File: src/rtl/time_set_pkg.sv
// Shared types and defaults for the time-setting controller and its repeat engines.
package time_set_pkg;

    localparam int DEF_NUM_FIELDS   = 2;
    localparam int DEF_REPEAT_DELAY = 500;
    localparam int DEF_REPEAT_RATE  = 100;
    localparam int DEF_TIMEOUT      = 10000;
    localparam int DEF_BLINK_HALF   = 250;

    // RUN, or SET with the active field held in a separate index register.
    typedef enum logic {
        MODE_RUN = 1'b0,
        MODE_SET = 1'b1
    } mode_e;

    // Bits needed to hold 0..max_val; never narrower than one bit.
    function automatic int cnt_width(input int max_val);
        return (max_val < 1) ? 1 : $clog2(max_val + 1);
    endfunction

endpackage

File: src/rtl/key_repeat.sv
// One-direction press/hold engine: a pulse on press, then auto-repeat after a delay.
module key_repeat
    import time_set_pkg::*;
#(
    parameter int REPEAT_DELAY = DEF_REPEAT_DELAY,
    parameter int REPEAT_RATE  = DEF_REPEAT_RATE
) (
    input  logic clk,
    input  logic rst,
    input  logic clr,
    input  logic tick,
    input  logic btn,
    input  logic other,
    output logic fire
);

    localparam int CW = cnt_width((REPEAT_DELAY > REPEAT_RATE) ? REPEAT_DELAY : REPEAT_RATE);
    localparam logic [CW-1:0] DELAY_LAST = CW'(REPEAT_DELAY - 1);
    localparam logic [CW-1:0] RATE_LAST  = CW'(REPEAT_RATE - 1);

    logic          act;
    logic          prev;
    logic          armed;
    logic          rep;
    logic [CW-1:0] cnt;
    logic          press;
    logic          due;

    // With both buttons down neither side is active, so releasing one
    // produces a fresh rising edge on the other.
    assign act   = btn & ~other;
    assign press = act & ~prev & ~clr;
    assign due   = act & armed & ~clr & tick & (cnt >= (rep ? RATE_LAST : DELAY_LAST));
    assign fire  = press | due;

    always_ff @(posedge clk) begin
        if (rst) begin
            prev  <= 1'b0;
            armed <= 1'b0;
            rep   <= 1'b0;
            cnt   <= '0;
        end else begin
            prev <= act;
            // A clear while held leaves prev high and armed low, so the
            // button must be released and pressed again to act.
            if (clr || !act) begin
                armed <= 1'b0;
                rep   <= 1'b0;
                cnt   <= '0;
            end else if (press) begin
                armed <= 1'b1;
                rep   <= 1'b0;
                cnt   <= tick ? CW'(1) : '0;
            end else if (armed && tick) begin
                if (due) begin
                    rep <= 1'b1;
                    cnt <= '0;
                end else begin
                    cnt <= cnt + 1'b1;
                end
            end
        end
    end

endmodule

File: src/rtl/time_set_ctrl.sv
// Mode FSM walking the settable fields, with inc/dec pulse generation,
// display blink and an inactivity timeout back to run mode.
module time_set_ctrl
    import time_set_pkg::*;
#(
    parameter int NUM_FIELDS   = DEF_NUM_FIELDS,
    parameter int REPEAT_DELAY = DEF_REPEAT_DELAY,
    parameter int REPEAT_RATE  = DEF_REPEAT_RATE,
    parameter int TIMEOUT      = DEF_TIMEOUT,
    parameter int BLINK_HALF   = DEF_BLINK_HALF
) (
    input  logic                  clk,
    input  logic                  rst,
    input  logic                  tick,
    input  logic                  btn_mode,
    input  logic                  btn_add,
    input  logic                  btn_sub,
    output logic                  stop,
    output logic                  set_active,
    output logic [NUM_FIELDS-1:0] field_sel,
    output logic [NUM_FIELDS-1:0] inc,
    output logic [NUM_FIELDS-1:0] dec,
    output logic                  blink
);

    localparam int FW = cnt_width(NUM_FIELDS - 1);
    localparam int TW = cnt_width(TIMEOUT);
    localparam int BW = cnt_width(BLINK_HALF);
    localparam logic [FW-1:0]         TOP_FIELD = FW'(NUM_FIELDS - 1);
    localparam logic [NUM_FIELDS-1:0] TOP_HOT   = NUM_FIELDS'(1) << (NUM_FIELDS - 1);
    localparam logic [TW-1:0]         T_LAST    = TW'(TIMEOUT - 1);
    localparam logic [BW-1:0]         B_LAST    = BW'(BLINK_HALF - 1);

    mode_e                 mode;
    logic [FW-1:0]         field;
    logic [TW-1:0]         tcnt;
    logic [BW-1:0]         bcnt;
    logic                  mode_q;
    logic                  in_set;
    logic                  mode_edge;
    logic                  activity;
    logic                  timeout_hit;
    logic                  rep_clr;
    logic                  fire_add;
    logic                  fire_sub;
    logic [NUM_FIELDS-1:0] field_hot;

    assign in_set    = (mode == MODE_SET);
    assign mode_edge = btn_mode & ~mode_q;
    // An add/sub rising edge implies its level is high, so levels cover edges.
    assign activity    = mode_edge | btn_add | btn_sub;
    assign timeout_hit = in_set & tick & ~activity & (tcnt == T_LAST);
    assign rep_clr     = ~in_set | mode_edge | timeout_hit;

    always_comb begin
        field_hot = '0;
        for (int i = 0; i < NUM_FIELDS; i++) begin
            field_hot[i] = (field == FW'(i));
        end
    end

    key_repeat #(
        .REPEAT_DELAY(REPEAT_DELAY),
        .REPEAT_RATE (REPEAT_RATE)
    ) u_rep_add (
        .clk  (clk),
        .rst  (rst),
        .clr  (rep_clr),
        .tick (tick),
        .btn  (btn_add),
        .other(btn_sub),
        .fire (fire_add)
    );

    key_repeat #(
        .REPEAT_DELAY(REPEAT_DELAY),
        .REPEAT_RATE (REPEAT_RATE)
    ) u_rep_sub (
        .clk  (clk),
        .rst  (rst),
        .clr  (rep_clr),
        .tick (tick),
        .btn  (btn_sub),
        .other(btn_add),
        .fire (fire_sub)
    );

    always_ff @(posedge clk) begin
        if (rst) begin
            mode       <= MODE_RUN;
            field      <= '0;
            tcnt       <= '0;
            bcnt       <= '0;
            mode_q     <= 1'b0;
            stop       <= 1'b0;
            set_active <= 1'b0;
            field_sel  <= '0;
            inc        <= '0;
            dec        <= '0;
            blink      <= 1'b1;
        end else begin
            mode_q <= btn_mode;
            inc    <= '0;
            dec    <= '0;
            if (!in_set) begin
                tcnt  <= '0;
                bcnt  <= '0;
                blink <= 1'b1;
                if (mode_edge) begin
                    mode       <= MODE_SET;
                    field      <= TOP_FIELD;
                    field_sel  <= TOP_HOT;
                    stop       <= 1'b1;
                    set_active <= 1'b1;
                    blink      <= 1'b0;
                end
            end else if (mode_edge || timeout_hit) begin
                // A mode edge outranks a coincident timeout.
                tcnt <= '0;
                bcnt <= '0;
                if (mode_edge && field != '0) begin
                    field     <= field - 1'b1;
                    field_sel <= field_sel >> 1;
                    blink     <= 1'b0;
                end else begin
                    mode       <= MODE_RUN;
                    field      <= '0;
                    field_sel  <= '0;
                    stop       <= 1'b0;
                    set_active <= 1'b0;
                    blink      <= 1'b1;
                end
            end else begin
                if (activity) begin
                    tcnt <= '0;
                end else if (tick) begin
                    tcnt <= tcnt + 1'b1;
                end
                if (fire_add || fire_sub) begin
                    inc   <= fire_add ? field_hot : '0;
                    dec   <= fire_sub ? field_hot : '0;
                    bcnt  <= '0;
                    blink <= 1'b1;
                end else if (tick) begin
                    if (bcnt == B_LAST) begin
                        bcnt  <= '0;
                        blink <= ~blink;
                    end else begin
                        bcnt <= bcnt + 1'b1;
                    end
                end
            end
        end
    end

endmodule

File: config.mk
export PLATFORM = sky130hd
export DESIGN_NAME = time_set_ctrl
export DESIGN_NICKNAME = d
export VERILOG_FILES = /design/src/rtl/time_set_pkg.sv /design/src/rtl/key_repeat.sv /design/src/rtl/time_set_ctrl.sv
export SDC_FILE = /design/constraint.sdc
export NUM_CORES = 1
export LEC_CHECK = 0
export BUFFER_PORTS_ARGS = -buffer_cell sky130_fd_sc_hd__clkbuf_2
export CAP_MARGIN = 10
export CORE_ASPECT_RATIO = 1.25
export CORE_MARGIN = 2
export CORE_UTILIZATION = 27
export DETAILED_ROUTE_END_ITERATION = 8
export GPL_TIMING_DRIVEN = 0
export PLACE_DENSITY_LB_ADDON = 0.15
export SLEW_MARGIN = 20
export SYNTH_ARGS = -nofsm -noshare
export SYNTH_HDL_FRONTEND = slang
export SYNTH_SLANG_ARGS = --single-unit
export TNS_END_PERCENT = 5
File: constraint.sdc
create_clock -name clk -period 2.12 [get_ports clk]
set_clock_uncertainty 0.05 [all_clocks]
set_input_delay 0.424 -clock clk [delete_from_list [all_inputs] [get_ports clk]]
set_output_delay 0.424 -clock clk [all_outputs]
set_load 0.01 [all_outputs]
==> qor.yml, run 1 <==
worst_hold_path:
  worstHoldPathType: "primary input to flop"
  hold_depth: 2
grt:
  first_global_vias: 2157
  grtUsageTotal: 0.119
  gr-total-overflow: 0
  grt_max_degree: 11
  grt_pass1_wl_um: 10300
  antenna_found_initial: 0
cells_and_area:
  fillCellCount: 1072
  antenna_cells: 0
  drive_above_1_share: 0.171
  finalNonFillerCells: 468
  nets: 351
  area_growth_pct: 21.8
  final_common_cell: "nor2_1"
  final_cell_mix: "nor2_1 (57), dfxtp_1 (54), nand2_1 (25)"
clock_tree:
  cts_root_buffer: "clkbuf_16"
  htreeDepth: 3
  insertion_delay_ps: 320
  cts_max_path_buffers: 2
  numCtsBuffers: 9
  postCtsHoldBufs: 0
  cts_tree: "built"
  cts.sinks: 57
  clk_pin_slew_ps: 50
worst_setup_path:
  crit_buf_inv: 0
  crit_slowest_cell: "dfxtp_1"
  cp.depth: 6
  cp_cell_sequence: "ha_1 > nand3_1 > a31oi_1 > nand4b_1 > and3_1 > a221o_1"
  crit_path_start_kind: "flop"
  rr_worst_depth: 6
  crit_type: "flop to flop"
  cp.arrival_ps: 2230
  critPathMaxStageDelay_ps: 350
  crit_family: "simple AND/OR/NAND/NOR gates"
  end_kind: "flop"
  worstPathMaxFanout: 7
  cp.required_ps: 2270
drt:
  drtIter0Drc: 74
  drc_errors: 0
  drtPass1Iterations: 4
  ant_nets: 0
  via_count: 2175
  wl_per_cell_um: 12.5
  wl_um: 5840
  via_per_inst: 4.65
die:
  die_y_um: 117
  dieArea_um2: 11000
  num_rows: 41
  start_util: 0.274
  boundaryPins: 15
  die_w_um: 94.0
  coreArea_um2: 10000
synthesis:
  netlist_area_um2: 2740
  syn_area_per_cell_um2: 8.88
  synth_cells: 308
  synth.distinct_cells: 55
  synth_edf_count: 0
  yosysWarnings: 0
  synth_nets: 325
  synth-main-ff-cell: "dfxtp_1"
  async_flop_share: 0
  ys_seq_area_frac: 0.417
  synth_seq_cells: 57
pwr:
  p_int_uw: 2030
  p_per_area_nw_per_um2: 772
  p_sw_uw: 545
  power_frac_seq: 0.426
  static-leakage-power_uw: 0.00113
  peakVddDrop_mv: 0.434
  swShare: 0.212
  p_comb_frac: 0.039
  power_frac_clock: 0.535
timing:
  finalCritPeriodShare: 0.984
  tightestPinTransition_ps: 634
  fmax_mhz: 479
  relSlewSlack: 0.572
  rsz0062_at_grt: "yes"
  period_needed_ps: 2090
  finalSetupViolations: 0
  drv_slew: 0
  fin_ws_ps: 34.4
  setup_tns_ps: 0
  final-hold-violation-count: 0
placed_design:
  port_buffers: 12
  hpwlAfterDp_um: 4230
  gp_congestion: 0.714
  placed_cells: 449
  dp_slack_ps: -260
outcome:
  status: "complete, no violations"
flow_run:
  drv_cap: 0
## logic make-up (layout without fill, tap and decap cells)
group | count (synthesis) | after routing | synth area share
multiplexers | 1 | 1 | 0.00366
flip-flops | 57 | 57 | 0.417
AND/OR/NAND/NOR | 155 | 155 | 0.304
adder cells (fa/ha/maj) | 11 | 11 | 0.0503
XOR/XNOR | 34 | 34 | 0.109
AO/OA/AOI/OAI | 36 | 36 | 0.0896
buffers and inverters | 14 | 45 | 0.0270
## Yosys cell counts, drive strengths merged, types with 2 or more instances
library cell  instances  area, um^2
nor2                 58         220
dfxtp                57        1140
nand2                26         100
xnor2                21         184
nand4                14        87.6
a21oi                13        65.1
xor2                 13         114
ha                   11         138
nor3                 11        55.1
nor4                  8        83.8
buf                   7        47.5
inv                   6        22.5
nand3                 6        30.0
nand4b                5        50.0
o21ai                 5        25.0
and3                  4        25.0
nor2b                 4        25.0
o21a                  4        30.0
nand2b                3        18.8
a211oi                2        20.0
a22oi                 2        15.0
a41oi                 2        17.5
and2                  2        12.5
nand3b                2        18.8
nor3b                 2        15.0
or3                   2        17.5
or4b                  2        20.0
## stage by stage
| step | power [uW] | instance area, um^2 | utilization | hold slack (ps) |
|---|---|---|---|---|
| 2_1_floorplan | 1190 | 2740 | - | 373 |
| 3_3_place_gp | 1220 | 2960 | 0.296 | 386 |
| 3_5_place_dp | 1220 | 2960 | 0.296 | 388 |
| 4_1_cts | 2620 | 3270 | 0.327 | 298 |
| 5_1_grt | 2690 | 3330 | 0.333 | 312 |
| 6_report | 2570 | 3330 | 0.333 | 300 |
## sequential cells by signal, summed over array words and instances, names as in the netlist, 2 cells and up
signal / flops
inc: 2
bcnt: 8
dec: 2
u_rep_add.cnt: 9
u_rep_sub.cnt: 9
tcnt: 14
field_sel: 2
## area by class of cell
cell class | instances | area, um^2 | share of cell area
Clock buffer | 11 | 233 | 0.0698
Clock inverter | 5 | 56.3 | 0.0169
Multi-Input combinational cell | 237 | 1580 | 0.473
Tap cell | 129 | 161 | 0.0484
Inverter | 6 | 22.5 | 0.00676
Sequential cell | 57 | 1140 | 0.343
Timing Repair Buffer | 15 | 82.6 | 0.0248
Buffer | 8 | 55.1 | 0.0165
## layer usage
layer	GRT usage	part of all wire
met3	0.0323	0.031
met5	0	0
met2	0.200	0.48
met4	0.0435	0.012
met1	0.145	0.48
## repair_timing
item / in CTS / in global routing
resized for setup: 6 / 9
endpoints found under the hold margin: 0 / 0
gates cloned: 0 / 0
buffers inserted: 0 / 3
endpoints found under the setup margin: 28 / 22
pin swaps: 0 / 2
## power groups by stage
| stage | Sequential [uW] | Combinational, uW | Clock [uW] |
|---|---|---|---|
| after CTS | 1100 | 101 | 1420 |
| after global routing | 1100 | 114 | 1480 |
| after global placement | 1120 | 101 | 0 |
| after detailed placement | 1120 | 100 | 0 |
| final | 1100 | 100 | 1380 |
| after floorplan | 1120 | 66.9 | 0 |
## path summary, 6_finish.rpt
check                                        to  slack, ps              from
worst max-delay path                      blink         30  u_rep_sub.cnt[4]
worst min-delay path                     mode_q        300          btn_mode
worst max register to register            blink         30  u_rep_sub.cnt[4]
worst min register to register  u_rep_add.armed        390   u_rep_add.armed
## worst reg2reg max path, stage by stage (launching register included)
cell	delay (ps)
dfxtp_1	350
ha_1	320
nand3_1	80
a31oi_1	270
nand4b_1	330
and3_1	280
a221o_1	280
Note: power is estimated with default switching activity, not from simulation.
==> inputs of run 2 (changes only) <==
- ABC_AREA: unset -> 1
- CORE_MARGIN: 2 -> unset
- CORE_UTILIZATION: 27 -> 61
==> qor.yml, run 2 <==
pwr:
  report.power.total_uw: 2200
  static-leakage-power_uw: 0.00139
  p_per_area_nw_per_um2: 672
  peakVddDrop_mv: 0.760
synthesis:
  synth.distinct_cells: 38
  netlist_area_um2: 2930
  synth_commonest_cells: "nand2_1 (80), nor2_1 (59), dfxtp_1 (57), inv_1 (55), a21oi_1 (30)"
  yosysTopAreaCellShare: 0.389
  synth_nets: 419
  synth_area_leaders: "dfxtp_1 (39%), nand2_1 (10%), nor2_1 (7.6%), inv_1 (7.0%), a21oi_1 (5.1%)"
  synth_edf_count: 0
  synth_seq_cells: 57
  synth_cells: 402
  ys_seq_area_frac: 0.389
  synth-main-ff-cell: "dfxtp_1"
  syn_area_per_cell_um2: 7.30
  yosysTopAreaCell: "dfxtp_1"
  yosysWarnings: 0
  yosysMostFrequentCell: "nand2_1"
  async_flop_share: 0
clock_tree:
  postCtsHoldBufs: 0
  cts_max_path_buffers: 2
  cts_tree: "built"
  cts_root_buffer: "clkbuf_8"
  numCtsBuffers: 9
  insertion_delay_ps: 330
  clk_pin_slew_ps: 70
  cts.sinks: 57
  htreeDepth: 3
cells_and_area:
  antenna_cells: 0
  drive_above_1_share: 0.155
  top_regs: "tcnt (14), u_rep_add.cnt (9), u_rep_sub.cnt (9)"
  largest-register: "tcnt"
  largest_reg_flops: 14
  nets: 443
  final_common_cell: "nand2_1"
  final_cell_mix: "nand2_1 (80), nor2_1 (59), dfxtp_1 (56)"
  final_util: 0.722
  area_growth_pct: 11.5
timing:
  rsz0062_at_grt: "no"
  fmax_mhz: 515
  period_needed_ps: 1940
  holdWs_ps: 295
  drv_slew: 0
  fin_ws_ps: 179
  tightestPinTransition_ps: 461
  finalSetupViolations: 0
  finalCritPeriodShare: 0.916
  relSlewSlack: 0.693
  setup_tns_ps: 0
  final-hold-violation-count: 0
drt:
  drtIter0Drc: 135
  ant_nets: 0
  drc_errors: 0
  wl_per_cell_um: 11.2
  via_per_inst: 5.11
  drtPass1Iterations: 5
  via_count: 2501
  wl_um: 5460
grt:
  grtUsageTotal: 0.243
  top_usage_layer: "met2"
  use_met1: 0.276
  first_global_vias: 2373
  grt_max_degree: 11
  grt_pass1_wl_um: 9660
  use_met3: 0.0529
  met2_usage: 0.433
  gr-total-overflow: 0
  antenna_found_initial: 0
worst_hold_path:
  worstHoldPathType: "primary input to flop"
  holdPathEnd: "mode_q"
  hold_start: "btn_mode"
  hold_depth: 3
worst_setup_path:
  cp.required_ps: 2290
  rr_worst_depth: 12
  cpMostUsedCell: "inv_1"
  crit_path_start_kind: "flop"
  crit_type: "flop to flop"
  end_kind: "flop"
  crit_buf_inv: 3
  worstPathMaxFanout: 6
  cp.arrival_ps: 2110
  r2r_start: "tcnt[0]"
  cp_cell_sequence: "ha_1 > nand3_1 > nor2_1 > nand3_2 > nand2_4 > inv_2 > nand2_1 > inv_1 > nand2_2 > inv_1 > o21ai_1 > a21oi_1"
  r2r_end: "u_rep_sub.cnt[2]"
  critPathMaxStageDelay_ps: 380
  r2r_slack_ps: 180
  crit_slowest_cell: "dfxtp_1"
  crit_family: "simple AND/OR/NAND/NOR gates"
placed_design:
  dp_slack_ps: 139
  gp_congestion: 0.832
  port_buffers: 12
  hpwlAfterDp_um: 4080
flow_run:
  drv_cap: 0
die:
  die_w_um: 64.0
  num_rows: 27
  coreArea_um2: 4530
  start_util: 0.648
  dieArea_um2: 5090
  die_y_um: 79.5
  boundaryPins: 15
outcome:
  status: "complete, no violations"
run 2: cell count changes after synthesis, moves of 7 or more:
cell / delta
nand4_1: -7
nand3_1: +14
inv_1: +50
xnor2_1: -19
nand2_1: +55
a21oi_1: +17
run 2: how the worst max path moves through the flow:
stage	from	endpoint	slack, ps	cells after the start
floorplan	u_rep_add.rep	blink	450	11
global placement	btn_add	u_rep_sub.cnt[2]	190	13
finish	tcnt[0]	u_rep_sub.cnt[2]	180	12
detailed placement	btn_add	u_rep_sub.cnt[2]	140	13
CTS	tcnt[0]	u_rep_sub.cnt[2]	170	12
global route	u_rep_add.rep	u_rep_add.cnt[5]	20	10
run 2: power breakdown:
part,internal [uW],total (uW),switching [uW]
sequential,1080,1090,10.0
combinational,35.3,109,73.9
clock,565,994,428
total,1680,2200,512
run 2: per-layer routing:
layer	vias to the layer above	part of all wire	wire (um)
met5	-	0	0
met4	0	0.019	104
met3	9	0.031	169
met2	31	0.50	2750
met1	1129	0.45	2430
li1	1332	-	-
run 2: cell type report:
cell class / count / area [um^2]
Inverter: 61 / 231
Timing Repair Buffer: 13 / 67.6
Clock inverter: 6 / 57.6
Multi-Input combinational cell: 278 / 1520
Sequential cell: 57 / 1140
Clock buffer: 10 / 138
Buffer: 6 / 36.3
Fill cell: 381 / 1260
Tap cell: 58 / 72.6
run 2: per-stage QoR:
stage / cell area [um^2] / instances
floorplan: 2930 / 402
global placement: 3070 / 472
detailed placement: 3070 / 472
CTS: 3260 / 488
global route: 3270 / 489
finish: 3270 / 489
run 2: cell families (layout without fill, tap and decap cells):
group	count (synthesis)	count (layout)	share of synthesized area
AOI/OAI and AO/OA	49	49	0.102
xor gates and xnor gates	13	13	0.0388
adders and majority gates	11	11	0.0469
buffers and inverters	67	96	0.0913
DFF	57	57	0.389
and+or+nand+nor	205	205	0.332
run 2: timing repair:
item,in CTS,in global routing
setup endpoints to repair,0,2
endpoints found under the hold margin,0,0
gates resized for setup,0,1
setup buffers,0,1
run 2: worst register-to-register path: stages (launching register included):
cell and delay (ps):
dfxtp_1 380, ha_1 200, nand3_1 90, nor2_1 150
nand3_2 140, nand2_4 170, inv_2 50, nand2_1 200
inv_1 100, nand2_2 120, inv_1 60, o21ai_1 70
a21oi_1 50
